===== config.mk =====
export PLATFORM = sky130hd
export DESIGN_NAME = seven_seg_scanner
export DESIGN_NICKNAME = d
export VERILOG_FILES = /design/src/rtl/seven_seg_scanner_pkg.sv /design/src/rtl/seven_seg_scanner_decoder.sv /design/src/rtl/seven_seg_scanner.sv
export SDC_FILE = /design/constraint.sdc
export NUM_CORES = 1
export LEC_CHECK = 0
export ABC_AREA = 1
export BUFFER_PORTS_ARGS = -buffer_cell sky130_fd_sc_hd__buf_4
export CAP_MARGIN = 25
export CORE_ASPECT_RATIO = 1.1
export CORE_MARGIN = 1.5
export CORE_UTILIZATION = 40
export DETAILED_ROUTE_END_ITERATION = 10
export HOLD_SLACK_MARGIN = 0.05
export PLACE_DENSITY = 0.63
export SYNTH_ARGS = -nofsm -noshare
export SYNTH_HDL_FRONTEND = slang
export SYNTH_SLANG_ARGS = --single-unit

===== constraint.sdc =====
create_clock -name clk -period 2 [get_ports clk]
set_input_delay 0.4 -clock clk [delete_from_list [all_inputs] [get_ports clk]]
set_output_delay 0.4 -clock clk [all_outputs]
set_load 0.01 [all_outputs]

===== src/rtl/seven_seg_scanner_pkg.sv =====
`default_nettype none
// ============================================================================
// seven_seg_scanner_pkg : display codes, segment patterns and digit count
// Revision 1.0
// ============================================================================
package seven_seg_scanner_pkg;

    localparam int         NUM_DIGITS = 4;

    localparam logic [3:0] CODE_MINUS = 4'hA;
    localparam logic [3:0] CODE_BLANK = 4'hB;

    // Segment order {g,f,e,d,c,b,a}, active-low
    localparam logic [6:0] SEG_0     = 7'b1000000;
    localparam logic [6:0] SEG_1     = 7'b1111001;
    localparam logic [6:0] SEG_2     = 7'b0100100;
    localparam logic [6:0] SEG_3     = 7'b0110000;
    localparam logic [6:0] SEG_4     = 7'b0011001;
    localparam logic [6:0] SEG_5     = 7'b0010010;
    localparam logic [6:0] SEG_6     = 7'b0000010;
    localparam logic [6:0] SEG_7     = 7'b1111000;
    localparam logic [6:0] SEG_8     = 7'b0000000;
    localparam logic [6:0] SEG_9     = 7'b0010000;
    localparam logic [6:0] SEG_MINUS = 7'b0111111;
    localparam logic [6:0] SEG_BLANK = 7'b1111111;

    // A digit that is zero or blank lets the next lower zero be blanked too
    function automatic logic is_zero_or_blank(input logic [3:0] code);
        return (code == 4'h0) || (code >= CODE_BLANK);
    endfunction

endpackage
`default_nettype wire


===== src/rtl/seven_seg_scanner_decoder.sv =====
`default_nettype none
// ============================================================================
// seg7_decoder : combinational display-code to active-low segment decoder
// Revision 1.0
// ============================================================================
module seg7_decoder
    import seven_seg_scanner_pkg::*;
(
    input  logic [3:0] code_i,
    output logic [6:0] seg_o
);

    always_comb begin
        seg_o = SEG_BLANK;
        case (code_i)
            4'h0:       seg_o = SEG_0;
            4'h1:       seg_o = SEG_1;
            4'h2:       seg_o = SEG_2;
            4'h3:       seg_o = SEG_3;
            4'h4:       seg_o = SEG_4;
            4'h5:       seg_o = SEG_5;
            4'h6:       seg_o = SEG_6;
            4'h7:       seg_o = SEG_7;
            4'h8:       seg_o = SEG_8;
            4'h9:       seg_o = SEG_9;
            CODE_MINUS: seg_o = SEG_MINUS;
            default:    seg_o = SEG_BLANK;
        endcase
    end

endmodule
`default_nettype wire


===== src/rtl/seven_seg_scanner.sv =====
`default_nettype none
// ============================================================================
// seven_seg_scanner : 4-digit multiplexed 7-segment driver, frame-synchronous
//                     shadow update and leading-zero blanking
// Revision 1.0
// ============================================================================
module seven_seg_scanner
    import seven_seg_scanner_pkg::*;
#(
    parameter int REFRESH_DIV = 50000,
    parameter bit LZB         = 1'b1
) (
    input  logic        clk,
    input  logic        rst,
    input  logic        load,
    input  logic [15:0] data_in,
    input  logic [3:0]  dp_in,
    output logic [3:0]  an,
    output logic [6:0]  seg,
    output logic        dp,
    output logic        frame_done
);

    localparam int CNT_W = (REFRESH_DIV > 2) ? $clog2(REFRESH_DIV) : 1;
    localparam logic [CNT_W-1:0] CNT_LAST = CNT_W'(REFRESH_DIV - 1);

    logic [CNT_W-1:0] cnt_q, cnt_d;
    logic [1:0]       idx_q, idx_d;
    logic [15:0]      shadow_code_q, shadow_code_d;
    logic [3:0]       shadow_dp_q, shadow_dp_d;
    logic             pending_q, pending_d;
    logic [15:0]      active_code_q, active_code_d;
    logic [3:0]       active_dp_q, active_dp_d;
    logic [3:0]       an_q;
    logic [6:0]       seg_q;
    logic             dp_q;
    logic             frame_done_q;

    logic             tick;
    logic             commit;
    logic [3:0]       lz_blank;
    logic             higher_clear;
    logic [3:0]       sel_code;
    logic [3:0]       disp_code;
    logic             dp_on;
    logic [6:0]       seg_dec;

    assign tick   = (cnt_q == CNT_LAST);
    assign commit = tick && (idx_q == 2'd3);

    always_comb begin
        cnt_d         = tick ? '0 : cnt_q + 1'b1;
        idx_d         = tick ? idx_q + 2'd1 : idx_q;
        shadow_code_d = shadow_code_q;
        shadow_dp_d   = shadow_dp_q;
        pending_d     = pending_q;
        active_code_d = active_code_q;
        active_dp_d   = active_dp_q;
        // Commit reads the old shadow; a coinciding load stays pending
        if (commit && pending_q) begin
            active_code_d = shadow_code_q;
            active_dp_d   = shadow_dp_q;
            pending_d     = 1'b0;
        end
        if (load) begin
            shadow_code_d = data_in;
            shadow_dp_d   = dp_in;
            pending_d     = 1'b1;
        end
    end

    always_comb begin
        lz_blank     = '0;
        higher_clear = LZB;
        for (int k = NUM_DIGITS - 1; k >= 1; k--) begin
            if (higher_clear && (active_code_q[k*4 +: 4] == 4'h0))
                lz_blank[k] = 1'b1;
            higher_clear = higher_clear && is_zero_or_blank(active_code_q[k*4 +: 4]);
        end
    end

    assign sel_code  = active_code_q[{idx_q, 2'b00} +: 4];
    assign disp_code = lz_blank[idx_q] ? CODE_BLANK : sel_code;
    assign dp_on     = active_dp_q[idx_q] & ~lz_blank[idx_q];

    seg7_decoder u_dec (
        .code_i (disp_code),
        .seg_o  (seg_dec)
    );

    always_ff @(posedge clk or negedge rst) begin
        if (!rst) begin
            cnt_q         <= '0;
            idx_q         <= 2'd0;
            shadow_code_q <= {4{CODE_BLANK}};
            shadow_dp_q   <= 4'b0000;
            pending_q     <= 1'b0;
            active_code_q <= {4{CODE_BLANK}};
            active_dp_q   <= 4'b0000;
            an_q          <= 4'b1111;
            seg_q         <= SEG_BLANK;
            dp_q          <= 1'b1;
            frame_done_q  <= 1'b0;
        end else begin
            cnt_q         <= cnt_d;
            idx_q         <= idx_d;
            shadow_code_q <= shadow_code_d;
            shadow_dp_q   <= shadow_dp_d;
            pending_q     <= pending_d;
            active_code_q <= active_code_d;
            active_dp_q   <= active_dp_d;
            an_q          <= ~(4'b0001 << idx_q);
            seg_q         <= seg_dec;
            dp_q          <= ~dp_on;
            frame_done_q  <= commit;
        end
    end

    assign an         = an_q;
    assign seg        = seg_q;
    assign dp         = dp_q;
    assign frame_done = frame_done_q;

endmodule
`default_nettype wire

==> results of run 1 <==
## through the flow
step                hold WS, ns  setup TNS, ns  worst slack (ns)  area [µm²]  instances
floorplan                 0.104              0             0.179        3540        378
global placement          0.383              0             0.143        3930        520
detailed placement        0.390              0            0.0692        3930        520
CTS                       0.247              0            0.0404        4150        537
global route              0.244        -0.0163           -0.0163        4190        541
finish                    0.260              0             0.138        4190        541
## kinds of logic after synthesis
family | Yosys count | share of synthesized area
AOI/OAI and AO/OA | 62 | 0.113
buffers and inverters | 64 | 0.0820
and+or+nand+nor | 162 | 0.230
adders and majority gates | 8 | 0.0283
xor gates and xnor gates | 10 | 0.0247
DFF | 72 | 0.522
## worst min-delay path by stage
stage,startpoint,to,slack (ns),cells after the start
after floorplan,rst,active_code_q[10]$_DFFE_PN0P_,0.10,0
after global placement,rst,cnt_q[7]$_DFF_PN0_,0.38,1
after detailed placement,rst,cnt_q[7]$_DFF_PN0_,0.39,1
after CTS,data_in[10],shadow_code_q[10]$_DFFE_PN0P_,0.25,3
after global routing,data_in[10],shadow_code_q[10]$_DFFE_PN0P_,0.24,3
final,data_in[10],shadow_code_q[10]$_DFFE_PN0P_,0.26,3
## cell type report
type | count | area [µm²] | share of cell area
Clock inverter | 5 | 55.1 | 0.0131
Clock buffer | 11 | 151 | 0.0361
Tap cell | 111 | 139 | 0.0331
Multi-Input combinational cell | 242 | 1420 | 0.339
Timing Repair Buffer | 46 | 373 | 0.0889
Sequential cell | 72 | 1850 | 0.441
Inverter | 54 | 208 | 0.0495
## what timing repair did
action | in CTS | in global routing
endpoints found under the hold margin | 21 | 0
hold buffers | 1 | 0
setup buffers | 0 | 4
endpoints found under the setup margin | 0 | 4
resized for setup | 0 | 4
## cell usage in the layout, fill, tap and decap left out, types with 2 or more instances in the layout
cell and n:
or2_1 2, buf_4 43, o211ai_1 2, nor2_4 2
nand2_4 5, o21ai_2 22, nor2_1 36, nand4_2 2
ha_1 6, inv_1 45, o21ai_0 30, xor2_1 9
buf_12 2, inv_2 6, dfstp_2 36, nor3_2 3
inv_4 2, nand4_1 5, nor3_1 6, dfrtp_1 35
nor2_2 3, clkbuf_8 11, a21oi_1 3, o21ai_1 3
clkinvlp_4 2, nand2_2 24, clkinv_2 2, nand2_1 65
nand3_1 6
## critical path: stages, from the launching register on
cell and delay (ns):
dfstp_2 0.56, o21ai_0 0.08, o21ai_0 0.30, nand2_4 0.13, inv_2 0.08, nor2_4 0.04
inv_1 0.11, ha_4 0.21, or2_1 0.23, nand2_1 0.07
## sequential cells by signal, summed over array words and instances (netlist names), 2 cells and up
name,flops
an,4
idx_q,2
shadow_code_q,16
cnt_q,16
active_dp_q,4
seg,7
shadow_dp_q,4
active_code_q,16
## power by group through the flow
stage               Combinational (W)  Clock (W)  Sequential [W]
detailed placement           0.000134          0         0.00154
global placement             0.000129          0         0.00154
floorplan                   0.0000544          0         0.00154
CTS                          0.000136    0.00120         0.00152
global route                 0.000152    0.00128         0.00152
finish                       0.000129    0.00117         0.00152
## layer usage
layer / global-route usage / part of all wire
met4: 0.0594 / 0.023
met1: 0.180 / 0.45
met3: 0.0458 / 0.036
met5: 0 / 0
met2: 0.249 / 0.49
==> qor.yml, run 1 <==
die:
  start_util: 0.417
  die_y_um: 102
  rows: 35
  fp.dieW_um: 92.7
  ios: 36
  core_mm2: 0.00850
  die_area_mm2: 0.00942
critical_path:
  crit_required_ns: 2.28
  endpoint_kind: "flip-flop"
  critPathLaunchType: "flip-flop"
  ff2ff_path_depth: 9
  endpoint: "seg[1]$_DFF_PN1_"
  r2r_setup_slack_ns: 0.14
  crit_arrival_ns: 2.14
  timing.rr.end: "seg[1]$_DFF_PN1_"
  worstPathMaxFanout: 6
  critPathKind: "reg -> reg"
  r2r_start: "active_code_q[12]$_DFFE_PN1P_"
  startpoint: "active_code_q[12]$_DFFE_PN1P_"
timing:
  relSlewSlack: 0.696
  min_period_ns: 1.86
  max_freq_ghz: 0.537
  final.period_utilization: 0.931
  fin_skew_ns: 0.00794
  worstMarginPinSlew_ns: 0.456
  slew_violations: 0
  setup_viol: 0
  hold_violations: 0
synth:
  yosysSeqAreaShare: 0.522
  yosysWarningCount: 0
  async_flop_share: 1.00
  synth_cells: 378
  synth_top_area_frac: 0.267
  synth-edff-count: 0
  syn-num-nets: 409
  synth_cell_types: 33
  netlist_top_cells_area: "dfstp_2 (27%), dfrtp_1 (25%), nand2_1 (7.0%)"
  synth_top_area_cell: "dfstp_2"
  syn_area_mm2: 0.00354
  ys_ff_latch: 72
  synth_common_cells: "nand2_1 (66), inv_1 (45), dfrtp_1 (36), dfstp_2 (36), nor2_1 (36)"
  synth.avg_cell_area_um2: 9.36
  yosysMostFrequentCell: "nand2_1"
  synth_flop_cell: "dfstp_2"
grt:
  grt_pass1_vias: 2521
  grt_usage: 0.149
  grt_overflow: 0
  grt_max_degree: 42
  grt_pass1_wl_mm: 11.1
  antenna_found_initial: 0
clock_network:
  path_clk_slew_ns: 0.08
  cts_tree: "yes"
  clock-sinks: 72
  cts_htree_levels: 3
  cts_buffers: 9
  insertion_delay_ns: 0.34
  cts.path.max_buffers: 2
  cts-root-buf: "clkbuf_8"
routing:
  drt_iter0_drc: 73
  viasPerCell: 4.62
  via_count: 2499
  ant_nets: 0
  routed_wl_mm: 6.12
  wire_per_inst_um: 11.3
  route.detailed.drc: 0
  drt-pass1-iter-count: 4
layout:
  final_util: 0.494
  layout-drive-gt1-share: 0.398
  layout-area-overhead-vs-synth_pct: 18.5
  nNetsFinal: 456
  diodes: 0
  num-fill-cells: 829
pwr:
  intPower_w: 0.00220
  power.switching_w: 0.000619
  power_w: 0.00282
  p_sw_frac: 0.220
  pwr-share-comb: 0.046
  powerDensity_mw_per_mm2: 672
  power_leakage_nw: 1.98
  p_seq_frac: 0.539
  clockPowerShare: 0.416
  max-vdd-ir-drop_uv: 353
worst_hold_path:
  hp-class: "in -> reg"
placed_design:
  portBuffers: 35
  place_hpwl_mm: 4.47
  gp_congestion: 0.821
outcome:
  outcome: "finished clean"
job:
  drv_cap: 0
Power figures use the tool's default switching activity.
==> run 2: changes to the inputs <==
- SYNTH_HIERARCHICAL: unset -> 1
==> run 2 against run 1 <==
- sequential cell count unchanged
- sequential power is essentially flat
- clock power is essentially flat
- clock skew increased by 0.0040 ns
- cell area increased by 0.48%
- first-iteration DRC count grew 97%
- critical path depth increased by 1
- largest power group unchanged
- highest routed layer unchanged
- final cell count grew 9.2%
- largest cell class unchanged
==> qor.yml, run 2 <==
layout:
  final_common_cell: "nand2_1"
  nNetsFinal: 508  # +11%
  layout-drive-gt1-share: 0.242  # -0.156
  layout-area-overhead-vs-synth_pct: 18.7
  instances_no_fill: 591  # +9.2%
  top_regs: "active_code_q: 16 flops, cnt_q: 16 flops, shadow_code_q: 16 flops"
  final_cell_mix: "nand2_1 (155), buf_4 (48), inv_1 (37)"
  diodes: 0  # unchanged
synth:
  async_flop_share: 1.00  # unchanged
  ys_ff_latch: 72  # unchanged
  yosysMostFrequentCell: "nand2_1"
  synth_top_family_by_area: "simple AND/OR/NAND/NOR gates"
  netlist_top_cells_area: "dfstp_2 (27%), dfrtp_1 (25%), nand2_1 (16%)"
  synth_cells: 428  # +13%
  synth_cell_types: 29  # -12%
  synthAdderAreaFrac: 0.0352  # +0.00697
  synth.avg_cell_area_um2: 8.29  # -11%
  synth_compound_area_frac: 0.0522  # -0.0613
  synthXorXnorAreaFrac: 0.0197  # -0.00500
  yosysSeqAreaShare: 0.520  # -0.00147
  synth-edff-count: 0  # unchanged
  syn_area_mm2: 0.00355  # +0.28%
  synth_top_area_frac: 0.266  # -0.000754
  yosysWarningCount: 6  # +6
  syn-num-nets: 461  # +13%
  synth_flop_cell: "dfstp_2"
  synth_top_area_cell: "dfstp_2"
  yosys.area_share.simple: 0.302  # +0.0723
  synth_common_cells: "nand2_1 (155), inv_1 (37), dfrtp_1 (36), dfstp_2 (36), nor2_1 (35)"
  synth.mux.area_fraction: 0  # unchanged
grt:
  grt_overflow: 0  # unchanged
  grt_pass1_wl_mm: 12.3  # +12%
  grt_max_degree: 38  # -9.5%
  grt_usage: 0.166  # +0.0174
  antenna_found_initial: 0  # unchanged
  grt_pass1_vias: 2701  # +7.1%
clock_network:
  path_clk_slew_ns: 0.09  # about the same
  cts_tree: "yes"
  cts_buffers: 9  # unchanged
  insertion_delay_ns: 0.36  # +0.02 ns
  clock-sinks: 72  # unchanged
  cts_htree_levels: 3  # unchanged
  cts.path.max_buffers: 2  # unchanged
  cts-root-buf: "clkbuf_8"
placed_design:
  portBuffers: 35  # unchanged
  place_hpwl_mm: 5.05  # +13%
  gp_congestion: 0.890  # +8.5%
  pre_cts_slack_ns: 0.127  # +0.0581 ns
  placed_cells: 573  # +10%
pwr:
  max-vdd-ir-drop_uv: 416  # +18%
  intPower_w: 0.00215  # -2.1%
  pwr-share-comb: 0.040  # -0.006
  powerDensity_mw_per_mm2: 674  # +0.34%
  power_leakage_nw: 2.20  # +11%
  p_seq_frac: 0.539  # about the same
  power.switching_w: 0.000689  # +11%
  power_w: 0.00284  # +0.82%
  p_sw_frac: 0.243  # +0.0228
  clockPowerShare: 0.421  # +0.005
die:
  fp.dieW_um: 92.8  # +0.14%
  die_area_mm2: 0.00945  # +0.28%
  core_mm2: 0.00850  # unchanged
  start_util: 0.418  # +0.00118
  die_y_um: 102  # +0.14%
  rows: 35  # unchanged
  ios: 36  # unchanged
critical_path:
  endpoint_kind: "flip-flop"
  crit_required_ns: 2.30  # +0.02 ns
  r2r_setup_slack_ns: 0.19  # +0.05 ns
  critPathLaunchType: "flip-flop"
  critPathKind: "reg -> reg"
  r2r_start: "active_code_q[14]$_DFFE_PN0P_"
  worstPathMaxFanout: 4  # -2
  crit_arrival_ns: 2.11  # -0.03 ns
  startpoint: "active_code_q[14]$_DFFE_PN0P_"
routing:
  route.detailed.drc: 0  # unchanged
  via_count: 2803  # +12%
  ant_nets: 0  # unchanged
  drt_iter0_drc: 144  # +97%
  drt-pass1-iter-count: 4  # unchanged
  viasPerCell: 4.74  # +2.7%
  wire_per_inst_um: 11.8  # +4.7%
  routed_wl_mm: 7.00  # +14%
timing:
  final.period_utilization: 0.906  # -0.0245
  fin_skew_ns: 0.0119  # +0.00397 ns
  min_period_ns: 1.81  # -0.0490 ns
  setup_tns_ns: 0  # unchanged
  setup_ws_ns: 0.187  # +0.0490 ns
  setup_viol: 0  # unchanged
  whs_ns: 0.233  # -0.0275 ns
  max_freq_ghz: 0.552  # +2.7%
  slew_violations: 0  # unchanged
  worstMarginPinSlew_ns: 0.586  # +0.129 ns
  hold_violations: 0  # unchanged
  relSlewSlack: 0.609  # -0.0867
worst_hold_path:
  hp-start: "data_in[4]"
  hp-class: "in -> reg"
job:
  drv_cap: 0  # unchanged
outcome:
  outcome: "finished clean"
## run 2: cell types whose count changed after synthesis, moves of 4 or more
cell and delta:
o21ai_0 -15, nand4_1 +16, buf_2 +6, nand2_2 -21
nand2_1 +89, inv_1 -8, o21ai_2 -22, a21oi_1 +4
nand3_1 +16
## run 2: kinds of logic (layout without fill, tap and decap cells)
logic type | count (synthesis) | in the layout
xor gates and xnor gates | 8 | 8
and+or+nand+nor | 247 | 247
AOI/OAI and AO/OA | 33 | 33
adders and majority gates | 10 | 10
DFF | 72 | 72
buffers and inverters | 58 | 110
## run 2: power groups by stage
stage,sequential (W),clock (W),combinational (W)
global placement,0.00155,0,0.000114
floorplan,0.00155,0,0.0000417
finish,0.00153,0.00119,0.000115
global route,0.00154,0.00128,0.000135
CTS,0.00153,0.00122,0.000119
detailed placement,0.00156,0,0.000117
## run 2: path summary, 6_finish.rpt
check                                          endpoint  cells after the start
setup / recovery                       seg[3]$_DFF_PN1_                     10
hold / removal             shadow_code_q[4]$_DFFE_PN1P_                      3
setup reg to reg                       seg[3]$_DFF_PN1_                     10
hold reg to reg            shadow_code_q[1]$_DFFE_PN1P_                      2
max in group asynchronous               an[0]$_DFF_PN1_                      3
min in group asynchronous          frame_done$_DFF_PN0_                      2
## run 2: area by class of cell
type,instances,area [µm²]
multi-input combinational,298,1470
clock buffer,9,124
timing repair buffer,50,390
sequential,72,1850
clock inverter,7,80.1
inverter,44,168
tap,111,139
fill,839,4280
## run 2: repair_timing
action,4_1_cts,5_1_grt
setup endpoints to repair,0,6
hold endpoints to repair,19,0
resized for setup,0,4
hold buffers,1,0
buffers inserted,0,1
## run 2: per-layer routing
layer	routed length [µm]	global-route usage	vias to the layer above	share of wire
li1	-	-	1452	-
met1	3280	0.208	1278	0.47
met2	3310	0.273	64	0.47
met3	296	0.0368	9	0.042
met4	108	0.0793	0	0.015
met5	0	0	-	0
## run 2: worst max-delay path, cell delays in order, from the launching register on
cell      delay (ns)
dfrtp_1         0.43
nor2_1          0.13
nand2_1         0.09
a21oi_1         0.19
nand3_2         0.14
nand3b_1        0.16
inv_1           0.11
ha_1            0.30
nand2_1         0.09
nand3_1         0.08
nand2_1         0.06
## run 2: metrics by stage
stage,area [µm²],utilization
6_report,4210,0.496
5_1_grt,4210,0.496
4_1_cts,4190,0.494
3_5_place_dp,3980,0.468
3_3_place_gp,3980,0.468
2_1_floorplan,3550,-
